$ cat config.mk
export PLATFORM = sky130hd
export DESIGN_NAME = clk_div_ctrl
export DESIGN_NICKNAME = d
export VERILOG_FILES = /design/src/rtl/clk_div_ctrl.sv
export SDC_FILE = /design/constraint.sdc
export NUM_CORES = 1
export LEC_CHECK = 0
export ABC_AREA = 0
export CELL_PAD_IN_SITES_DETAIL_PLACEMENT = 1
export CELL_PAD_IN_SITES_GLOBAL_PLACEMENT = 2
export CORE_ASPECT_RATIO = 0.75
export CORE_MARGIN = 8
export CORE_UTILIZATION = 37
export DETAILED_ROUTE_END_ITERATION = 12
export PLACE_DENSITY = 0.92
export SYNTH_ARGS = -nofsm -noshare
export SYNTH_HDL_FRONTEND = slang
export SYNTH_SLANG_ARGS = --single-unit
$ cat constraint.sdc
create_clock -name I_ref_clk -period 7 [get_ports I_ref_clk]
set_input_delay 0.7 -clock I_ref_clk [delete_from_list [all_inputs] [get_ports I_ref_clk]]
set_output_delay 0.7 -clock I_ref_clk [all_outputs]
set_load 0.005 [all_outputs]
$ cat src/rtl/clk_div_ctrl.sv
// clk_div_ctrl
//   Parametrised integer clock divider for UART/peripheral clock generation.
//   Ratio changes and enable removal take effect only at a period boundary,
//   so the divided clock never produces runt pulses. Ratios 0 and 1 bypass
//   the divider and pass the reference clock straight through.
//
// Parameters:
//   DIV_W        width of the ratio input and the period counter
//
// Ports:
//   I_ref_clk    in   reference clock, all logic on its rising edge
//   I_rst        in   synchronous reset, active-high
//   I_clk_en     in   divider enable
//   I_div_ratio  in   requested ratio R (sampled at period boundaries)
//   o_div_clk    out  divided clock (reference clock when bypassed)
//   o_div_tick   out  one-cycle pulse in the last cycle of each period
//   o_busy       out  high while running or bypassing
//   o_act_ratio  out  ratio currently in effect
//   o_phase_cnt  out  registered period counter, only with CLKDIV_PHASE_OUT_EN
//
// Optional build macro:
//   CLKDIV_PHASE_OUT_EN  adds the o_phase_cnt debug/phase output.
//
// state   | meaning
// --------+--------------------------------------------------------------
// S_IDLE  | stopped, o_div_clk held low, waiting for I_clk_en
// S_RUN   | dividing; counter runs 0..R-1, high for ceil(R/2) cycles
// S_BYPASS| R < 2; o_div_clk follows I_ref_clk through the output mux

module clk_div_ctrl #(
  parameter int DIV_W = 8
) (
  input  logic             I_ref_clk,
  input  logic             I_rst,
  input  logic             I_clk_en,
  input  logic [DIV_W-1:0] I_div_ratio,
  output logic             o_div_clk,
  output logic             o_div_tick,
  output logic             o_busy,
`ifdef CLKDIV_PHASE_OUT_EN
  output logic [DIV_W-1:0] o_phase_cnt,
`endif
  output logic [DIV_W-1:0] o_act_ratio
);

  typedef enum logic [1:0] {
    S_IDLE   = 2'd0,
    S_RUN    = 2'd1,
    S_BYPASS = 2'd2
  } state_t;

  state_t           state, state_d;
  logic [DIV_W-1:0] cnt, cnt_d;
  logic [DIV_W-1:0] act_ratio, act_d;
  logic             div_q, div_d;
  logic             tick_q, tick_d;
  logic             bypass_q, bypass_d;

  logic [DIV_W-1:0] cnt_inc;
  logic [DIV_W-1:0] last_cnt;
  logic [DIV_W:0]   high_len;
  logic             at_wrap;
  logic             ratio_ge2;

  // high_len is one bit wider so ceil(R/2) cannot overflow at R = 2^DIV_W-1
  assign cnt_inc   = cnt + DIV_W'(1);
  assign last_cnt  = act_ratio - DIV_W'(1);
  assign high_len  = ({1'b0, act_ratio} + (DIV_W+1)'(1)) >> 1;
  assign at_wrap   = (cnt == last_cnt);
  assign ratio_ge2 = (I_div_ratio >= DIV_W'(2));

  always_ff @(posedge I_ref_clk) begin
    if (I_rst) begin
      state     <= S_IDLE;
      cnt       <= '0;
      div_q     <= 1'b0;
      tick_q    <= 1'b0;
      act_ratio <= '0;
      bypass_q  <= 1'b0;
    end else begin
      state     <= state_d;
      cnt       <= cnt_d;
      div_q     <= div_d;
      tick_q    <= tick_d;
      act_ratio <= act_d;
      bypass_q  <= bypass_d;
    end
  end

  always_comb begin
    state_d  = state;
    cnt_d    = cnt;
    div_d    = div_q;
    tick_d   = 1'b0;
    act_d    = act_ratio;
    bypass_d = bypass_q;

    unique case (state)
      S_IDLE: begin
        cnt_d    = '0;
        div_d    = 1'b0;
        bypass_d = 1'b0;
        if (I_clk_en) begin
          act_d = I_div_ratio;
          if (ratio_ge2) begin
            div_d   = 1'b1;
            state_d = S_RUN;
          end else begin
            bypass_d = 1'b1;
            state_d  = S_BYPASS;
          end
        end
      end

      S_RUN: begin
        if (at_wrap) begin
          // Only the boundary edge may stop the divider or change its ratio.
          cnt_d = '0;
          if (!I_clk_en) begin
            div_d   = 1'b0;
            state_d = S_IDLE;
          end else if (ratio_ge2) begin
            act_d = I_div_ratio;
            div_d = 1'b1;
          end else begin
            act_d    = I_div_ratio;
            div_d    = 1'b0;
            bypass_d = 1'b1;
            state_d  = S_BYPASS;
          end
        end else begin
          cnt_d  = cnt_inc;
          div_d  = ({1'b0, cnt_inc} < high_len);
          tick_d = (cnt_inc == last_cnt);
        end
      end

      S_BYPASS: begin
        cnt_d = '0;
        div_d = 1'b0;
        if (!I_clk_en) begin
          bypass_d = 1'b0;
          state_d  = S_IDLE;
        end else begin
          act_d = I_div_ratio;
          if (ratio_ge2) begin
            // div_q rises on the same edge bypass_q falls: output stays high.
            div_d    = 1'b1;
            bypass_d = 1'b0;
            state_d  = S_RUN;
          end
        end
      end

      default: begin
        cnt_d    = '0;
        div_d    = 1'b0;
        bypass_d = 1'b0;
        state_d  = S_IDLE;
      end
    endcase
  end

  // Realised as a clock-mux cell in the backend; select is registered.
  assign o_div_clk   = bypass_q ? I_ref_clk : div_q;
  assign o_div_tick  = tick_q;
  assign o_busy      = (state != S_IDLE);
  assign o_act_ratio = act_ratio;

`ifdef CLKDIV_PHASE_OUT_EN
  assign o_phase_cnt = cnt;
`endif

endmodule

==> metrics, run 1 <==
CTS tree=yes; Gate Count Post-Synth=180; largest net degree at the start of global routing=21; Via density=5.11; Total Routed Length=4.04 mm; Worst EP arrival=4.42 ns; Total Routing Usage GR=0.129; CTS Hold Buffers Added=0; Relative slew margins=0.622; WS Path Type=clock port to primary output; most frequent CP cell=clkbuf_8; Setup TNS=0 ns; Layout area overhead=17.2%; Design Power=0.351 mW; Clk Latency, worst-skew pair=0.37 ns; Filler Cells Inserted=517; row cnt=21; share of layout cells above drive strength 1=0.0804; Fin. Hold Viols=0; via count=1307; drt wl/cell=15.8 um; Yosys cell types=44; CP max stage delay=0.44 ns; die extent in x=93.8 um; I/O Buffers=21; hold depth=1; worst-margin pin slew=0.567 ns; FF-to-FF End=o_act_ratio[3]$_SDFFE_PP0P_; initial antenna violation count=0; Ports=22; number of synthesized flops with an enable pin=0; Crit. End Element=primary output; Post-synth ARST share=0; synthesized area per cell=9.32 um2; WHS Endpoint=cnt[0]$_SDFF_PP0_; Fin Clk Skew=0.00812 ns; Cell Pwr Density=179 nW/um2; sequential share of the synthesized area=0.251; Hold Crit Start=cnt[0]$_SDFF_PP0_; Worst R2R Start=o_act_ratio[0]$_SDFFE_PP0P_; Core Area=4410 um2; post-cts sizing count=0; fin nets=221; Post-CTS Repair Setup Buffers=0; Die Ht=74.3 um; design area=1970 um2; Req. time, crit path=6.30 ns; largest area contributor in the netlist=dfxtp_1; synthesized cell area=1680 um2; critical-path maximum fanout=2; static leakage=0.806 nW; RePlAce Congestion=0.757; RSZ-0062 raised after global routing=no; Detail Route Antenna Nets=0; # diodes=0; total global routing overflow=0; dpl hpwl=3.13 mm; Hold Crit Class=register to register; TritonRoute pass-1 iters=4; DRC violations left=0; FF+latch count, synth=21; DRT iter0 DRCs=60; Starting Density=0.380; Peak VDD IR=0.0722 mV; R2R setup slack=4.29 ns; Cell Area, Placed=1880 um2; first-pass GRT wire length=6.95 mm; Critical-path top delay cell=clkdlybuf4s50_1; Yosys top cell area share=0.251; final core utilization=0.445; Max Cap Viol=0; vias in the first global route=1449; status=finished, final reports clean; crit path from=I_ref_clk; # setup viols final=0; Synth Flop Type=dfxtp_1; startpoint class of the critical path=clock port; crit-path cells=clkbuf_8 > clkbuf_8 > mux2_2 > clkdlybuf4s50_1; R2R depth=8; Max Transition Viols Final=0; most frequent cells in the layout=dfxtp_1 (21), clkdlybuf4s50_1 (21), xnor2_1 (20); Die Area=6970 um2; syn nets=201; largest cells by area after synthesis=dfxtp_1 (25%), xnor2_1 (10%), ha_1 (7.5%); synth warn=0; clk slew on worst S/H paths=0.09 ns
## routing by layer
layer | share of wire | global-route usage | routed length, um | vias up
met1 | 0.51 | 0.164 | 2080 | 625
li1 | - | - | - | 653
met3 | 0.044 | 0.0484 | 178 | 4
met5 | 0 | 0 | 0 | -
met4 | 0.0047 | 0.0280 | 19 | 0
met2 | 0.44 | 0.204 | 1760 | 25
## layout make-up
cell class / count / area (um2) / area share
clock buffers: 8 / 96.3 / 0.0490
inverters: 9 / 33.8 / 0.0172
repair buffers: 20 / 200 / 0.102
flip-flops and latches: 21 / 420 / 0.214
well taps: 57 / 71.3 / 0.0363
multi-input cells: 141 / 1140 / 0.582
## worst max-delay path: cells and delay by family
kind	cells	cell delay, ns
buf+inv	3	0.67
mux	1	0.25
## Yosys cell counts (all sizes together), types with 4 or more instances
cell,count
dfxtp,21
xnor2,20
nor2,12
xor2,11
ha,10
nand2b,10
inv,9
nand3,9
or2b,9
mux2i,8
and3,6
buf,6
nand2,6
nor3,4
o21ai,4
## registers in the layout (all words and copies together), names as in the netlist
| register | flops |
|---|---|
| bypass_q | 1 |
| o_div_tick | 1 |
| div_q | 1 |
| cnt | 8 |
| state | 2 |
| o_act_ratio | 8 |
## cell families (layout without fill, tap and decap cells)
| group | Yosys count | after routing | share of synthesized area |
|---|---|---|---|
| AO/OA/AOI/OAI | 17 | 17 | 0.0970 |
| XOR/XNOR | 34 | 34 | 0.202 |
| adder cells (fa/ha/maj) | 11 | 11 | 0.0805 |
| buffers and inverters | 18 | 37 | 0.0679 |
| flip-flops | 21 | 21 | 0.251 |
| multiplexers | 9 | 9 | 0.0544 |
| AND/OR/NAND/NOR | 70 | 70 | 0.248 |
## worst max path at each step
stage | endpoint
finish | o_div_clk
global route | o_div_clk
CTS | o_div_clk
detailed placement | o_div_clk
global placement | o_div_clk
floorplan | o_div_clk
## metrics by stage
stage	hold WS, ns	setup slack (ns)	cells
2_1_floorplan	0.483	2.55	180
3_3_place_gp	0.530	2.13	249
3_5_place_dp	0.547	2.13	249
4_1_cts	0.567	1.86	256
5_1_grt	0.611	1.84	256
6_report	0.566	1.88	256
## where the power goes
| group | internal [mW] | switching (mW) | leakage, nW | total, mW |
|---|---|---|---|---|
| clock | 0.0785 | 0.0510 | 0.0524 | 0.129 |
| combinational | 0.0462 | 0.0412 | 0.583 | 0.0874 |
| sequential | 0.124 | 0.0106 | 0.171 | 0.134 |
(Power assumes the default switching activity.)
==> inputs of run 2 (changes only) <==
- CORE_UTILIZATION: 37 -> 34
- PLACE_DENSITY: 0.92 -> 0.86
- clock period: 7 -> 4.9 ns (I/O delays scaled with it)
==> run 2 against run 1 <==
Effect of this change: global-route usage down 1.6 points; routed wire length down 2.8%; cell area up 0.19%; hold slack worse by 0.023 ns; sequential power up 43%; non-clock buffer count unchanged; clock power up 40%; critical path depth unchanged; critical path type unchanged.
==> metrics, run 2 (synthesis gave the netlist of run 1 again) <==
status=finished, final reports clean; Max Cap Viol=0; Worst R2R Start=o_act_ratio[0]$_SDFFE_PP0P_; Core Area=4820 um2; Max Transition Viols Final=0; post-cts sizing count=0; Cell Pwr Density=251 nW/um2; I/O Buffers=21; Req. time, crit path=4.41 ns; Seq. cell area=420 um2; R2R depth=8; drt wl/cell=15.2 um; total global routing overflow=0; clk slew on worst S/H paths=0.08 ns; most frequent cells in the layout=dfxtp_1 (21), clkdlybuf4s50_1 (21), xnor2_1 (20); Filler Cells Inserted=565; Total Routing Usage GR=0.113; Clock power frac=0.363; DRT iter0 DRCs=61; CP endpoint=o_div_clk; crit path from=I_ref_clk; die extent in x=97.1 um; TritonRoute pass-1 iters=2; largest net degree at the start of global routing=21; critical-path maximum fanout=2; vias in the first global route=1441; DRC violations left=0; dpl hpwl=3.08 mm; row cnt=22; # setup viols final=0; Worst EP arrival=3.36 ns; CTS Hold Buffers Added=0; CP delay by family, top=buffers and inverters; crit-path cells=clkbuf_8 > clkbuf_8 > mux2_2 > clkdlybuf4s50_1; Clk Latency, worst-skew pair=0.37 ns; Internal=0.355 mW; RePlAce Congestion=0.728; most frequent CP cell=clkbuf_8; Placed Cells=252; Hold Crit Class=register to register; buffers and inverters on the worst path=3; Fin Clk Skew=0.00133 ns; Post-Place Setup Slack=1.29 ns; Seq pwr share=0.387; # diodes=0; Combinational Power Share=0.251; Detail Route Antenna Nets=0; Post-CTS Repair Setup Buffers=0; FF-to-FF End=o_act_ratio[7]$_SDFFE_PP0P_; Hold WS=0.543 ns; CTS tree=yes; sw power=0.140 mW; static leakage=0.806 nW; Starting Density=0.348; Multi-input gate area=1140 um2; RSZ-0062 raised after global routing=no; Critical-path top delay cell=clkdlybuf4s50_1; WS Path Type=clock port to primary output; fin nets=221; Relative slew margins=0.630; Die Ht=76.8 um; Finished Layout Cells=259; worst setup margin=1.05 ns; Total Routed Length=3.93 mm; share of layout cells above drive strength 1=0.0804; Setup TNS=0 ns; CP max stage delay=0.44 ns; Ports=22; Fin. Hold Viols=0; Peak VDD IR=0.0991 mV; Switching Share=0.284; Crit. End Element=primary output; initial antenna violation count=0; via count=1291; R2R setup slack=2.23 ns; Die Area=7460 um2; CP Depth=4; first-pass GRT wire length=6.91 mm; Layout area overhead=17.4%; worst-margin pin slew=0.555 ns; Via density=4.98; startpoint class of the critical path=clock port
run 2: cell counts in the layout (fill, tap and decap cells not counted):
No cell type changed its count.
run 2: worst register-to-register path, stage by stage (launching register included):
cell and delay (ns):
dfxtp_1 0.51, inv_1 0.08, ha_1 0.27, or3b_4 0.30, nor2_1 0.08, a2111oi_4 0.37, nand4_4 0.18, o32ai_4 0.58
mux2i_1 0.24
run 2: per-stage QoR:
stage           util  power (mW)  area, um2
6_report       0.409       0.495       1970
5_1_grt        0.409       0.529       1970
4_1_cts        0.409       0.507       1970
3_5_place_dp   0.391       0.322       1880
3_3_place_gp   0.391       0.321       1880
2_1_floorplan      -       0.289       1680
run 2: area by class of cell:
type,count,share of cell area
multi-input combinational,141,0.581
sequential,21,0.213
timing repair buffer,20,0.102
clock buffer,8,0.0489
tap,60,0.0381
inverter,9,0.0172
run 2: worst min path at each step:
stage,startpoint,endpoint,slack (ns),cells past startpoint
2_1_floorplan,cnt[0]$_SDFF_PP0_,cnt[0]$_SDFF_PP0_,0.48,1
3_3_place_gp,cnt[0]$_SDFF_PP0_,cnt[0]$_SDFF_PP0_,0.51,1
3_5_place_dp,cnt[0]$_SDFF_PP0_,cnt[0]$_SDFF_PP0_,0.53,1
4_1_cts,cnt[0]$_SDFF_PP0_,cnt[0]$_SDFF_PP0_,0.55,1
5_1_grt,cnt[0]$_SDFF_PP0_,cnt[0]$_SDFF_PP0_,0.59,1
6_report,cnt[0]$_SDFF_PP0_,cnt[0]$_SDFF_PP0_,0.54,1
run 2: per-layer routing:
layer / vias up / global-route usage / share of wire
li1: 654 / - / -
met1: 614 / 0.149 / 0.54
met2: 21 / 0.168 / 0.42
met3: 2 / 0.0394 / 0.037
met4: 0 / 0.0337 / 0.0041
met5: - / 0 / 0
run 2: power by group through the flow:
stage / clock, mW / combinational, mW / sequential [mW]
2_1_floorplan: 0.00112 / 0.101 / 0.188
3_3_place_gp: 0.00273 / 0.123 / 0.196
3_5_place_dp: 0.00273 / 0.124 / 0.196
4_1_cts: 0.189 / 0.127 / 0.192
5_1_grt: 0.199 / 0.137 / 0.194
6_report: 0.180 / 0.124 / 0.192
==> inputs of run 3 (changes only) <==
- CORE_UTILIZATION: 34 -> 31
- PLACE_DENSITY: 0.86 -> 0.83
- clock period: 4.9 -> 3.3 ns (I/O delays scaled with it)
==> run 3 against run 2 <==
Effect of this change: via count up 0.77%; setup slack got worse by 0.66 ns; combinational power rose by 49%; clock power grew 54%; hold slack worse by 0.0073 ns; core utilization decreased by 3.3 points; power increased by 51%; register-to-register slack got worse by 1.7 ns; sequential power rose by 49%; largest power group unchanged; critical path type unchanged; cell area increased by 0.95%.
==> metrics, run 3 (synthesis gave the netlist of run 1 again) <==
Req. time, crit path=2.97 ns; critical-path maximum fanout=2; hold depth=3; Peak VDD IR=0.161 mV; Setup TNS=0 ns; status=finished, final reports clean; Detail Route Antenna Nets=0; # diodes=0; TritonRoute pass-1 iters=4; RSZ-0062 raised after global routing=no; Starting Density=0.317; Clk Latency, worst-skew pair=0.37 ns; first-pass GRT wire length=6.95 mm; startpoint class of the critical path=clock port; Post-CTS Repair Setup Buffers=0; Total Routed Length=4.16 mm; most frequent CP cell=clkbuf_8; Die Ht=79.7 um; WS Path Type=clock port to primary output; row cnt=23; Finished Layout Cells=274; dpl hpwl=3.23 mm; Fin. Hold Viols=0; share of layout cells above drive strength 1=0.0804; Hold WS=0.535 ns; post-cts sizing count=0; R2R depth=8; static leakage=0.806 nW; I/O Buffers=21; total global routing overflow=0; CP delay by family, top=buffers and inverters; worst-margin pin slew=0.571 ns; Worst EP arrival=2.58 ns; Via density=4.75; Placed Cells=267; DRC violations left=0; Die Area=8050 um2; Cell Pwr Density=376 nW/um2; most frequent cells in the layout=dfxtp_1 (21), clkdlybuf4s50_1 (21), xnor2_1 (20); DRT iter0 DRCs=41; vias in the first global route=1403; fin nets=221; Ports=22; Critical-path top delay cell=clkdlybuf4s50_1; Relative slew margins=0.619; Hold Crit Class=primary input to register; Layout area overhead=18.5%; CTS tree=yes; Core Area=5300 um2; Max Transition Viols Final=0; CP max stage delay=0.45 ns; initial antenna violation count=0; buffers and inverters on the worst path=3; largest net degree at the start of global routing=21; # setup viols final=0; CTS Hold Buffers Added=0; final core utilization=0.375; Fin Clk Skew=0.00419 ns; drt wl/cell=15.2 um; Hold Crit Start=I_div_ratio[0]; Crit. End Element=primary output; FF-to-FF End=o_act_ratio[4]$_SDFFE_PP0P_; die extent in x=101 um; Max Cap Viol=0; crit-path cells=clkbuf_8 > clkbuf_8 > mux2_2 > clkdlybuf4s50_1; RePlAce Congestion=0.722; Total Routing Usage GR=0.112; Worst R2R Start=o_act_ratio[0]$_SDFFE_PP0P_; clk slew on worst S/H paths=0.08 ns; via count=1301; R2R setup slack=0.58 ns; WHS Endpoint=o_act_ratio[0]$_SDFFE_PP0P_; Design Power=0.748 mW
run 3: cell counts in the layout (fill, tap and decap cells not counted):
No cell type changed its count.
run 3: report_power, final:
| group | switching [mW] | internal [mW] | total [mW] |
|---|---|---|---|
| sequential | 0.0228 | 0.263 | 0.286 |
| combinational | 0.0869 | 0.0980 | 0.185 |
| clock | 0.112 | 0.166 | 0.278 |
| total | 0.221 | 0.527 | 0.748 |
run 3: worst register-to-register path: stages, from the launching register on:
cell and delay (ns):
dfxtp_1 0.40, inv_1 0.09, ha_1 0.26, or3b_4 0.45
nor3_1 0.34, xnor3_1 0.22, nand2_2 0.10, o32ai_4 0.55
mux2i_1 0.25
run 3: cell type report:
class / instances / area [um2]
Sequential cell: 21 / 420
Tap cell: 75 / 93.8
Fill cell: 643 / 3310
Multi-Input combinational cell: 141 / 1140
Inverter: 9 / 33.8
Timing Repair Buffer: 20 / 200
Clock buffer: 8 / 96.3
run 3: stage by stage:
stage,cell area (um2),setup slack [ns]
3_3_place_gp,1900,0.635
5_1_grt,1990,0.354
3_5_place_dp,1900,0.564
4_1_cts,1990,0.381
2_1_floorplan,1680,0.890
6_report,1990,0.394
run 3: worst max-delay path by stage:
stage	startpoint	endpoint	slack, ns	cells after the start
2_1_floorplan	o_act_ratio[0]$_SDFFE_PP0P_	o_act_ratio[0]$_SDFFE_PP0P_	0.89	8
3_3_place_gp	o_act_ratio[0]$_SDFFE_PP0P_	o_act_ratio[0]$_SDFFE_PP0P_	0.63	8
3_5_place_dp	o_act_ratio[0]$_SDFFE_PP0P_	o_act_ratio[4]$_SDFFE_PP0P_	0.56	8
4_1_cts	I_ref_clk	o_div_clk	0.38	4
5_1_grt	I_ref_clk	o_div_clk	0.35	4
6_report	I_ref_clk	o_div_clk	0.39	4
run 3: layer usage:
metal | vias up | global-route usage | wire [um]
li1 | 646 | - | -
met1 | 627 | 0.150 | 2230
met2 | 26 | 0.161 | 1720
met3 | 2 | 0.0418 | 185
met4 | 0 | 0.0356 | 21
met5 | - | 0 | 0
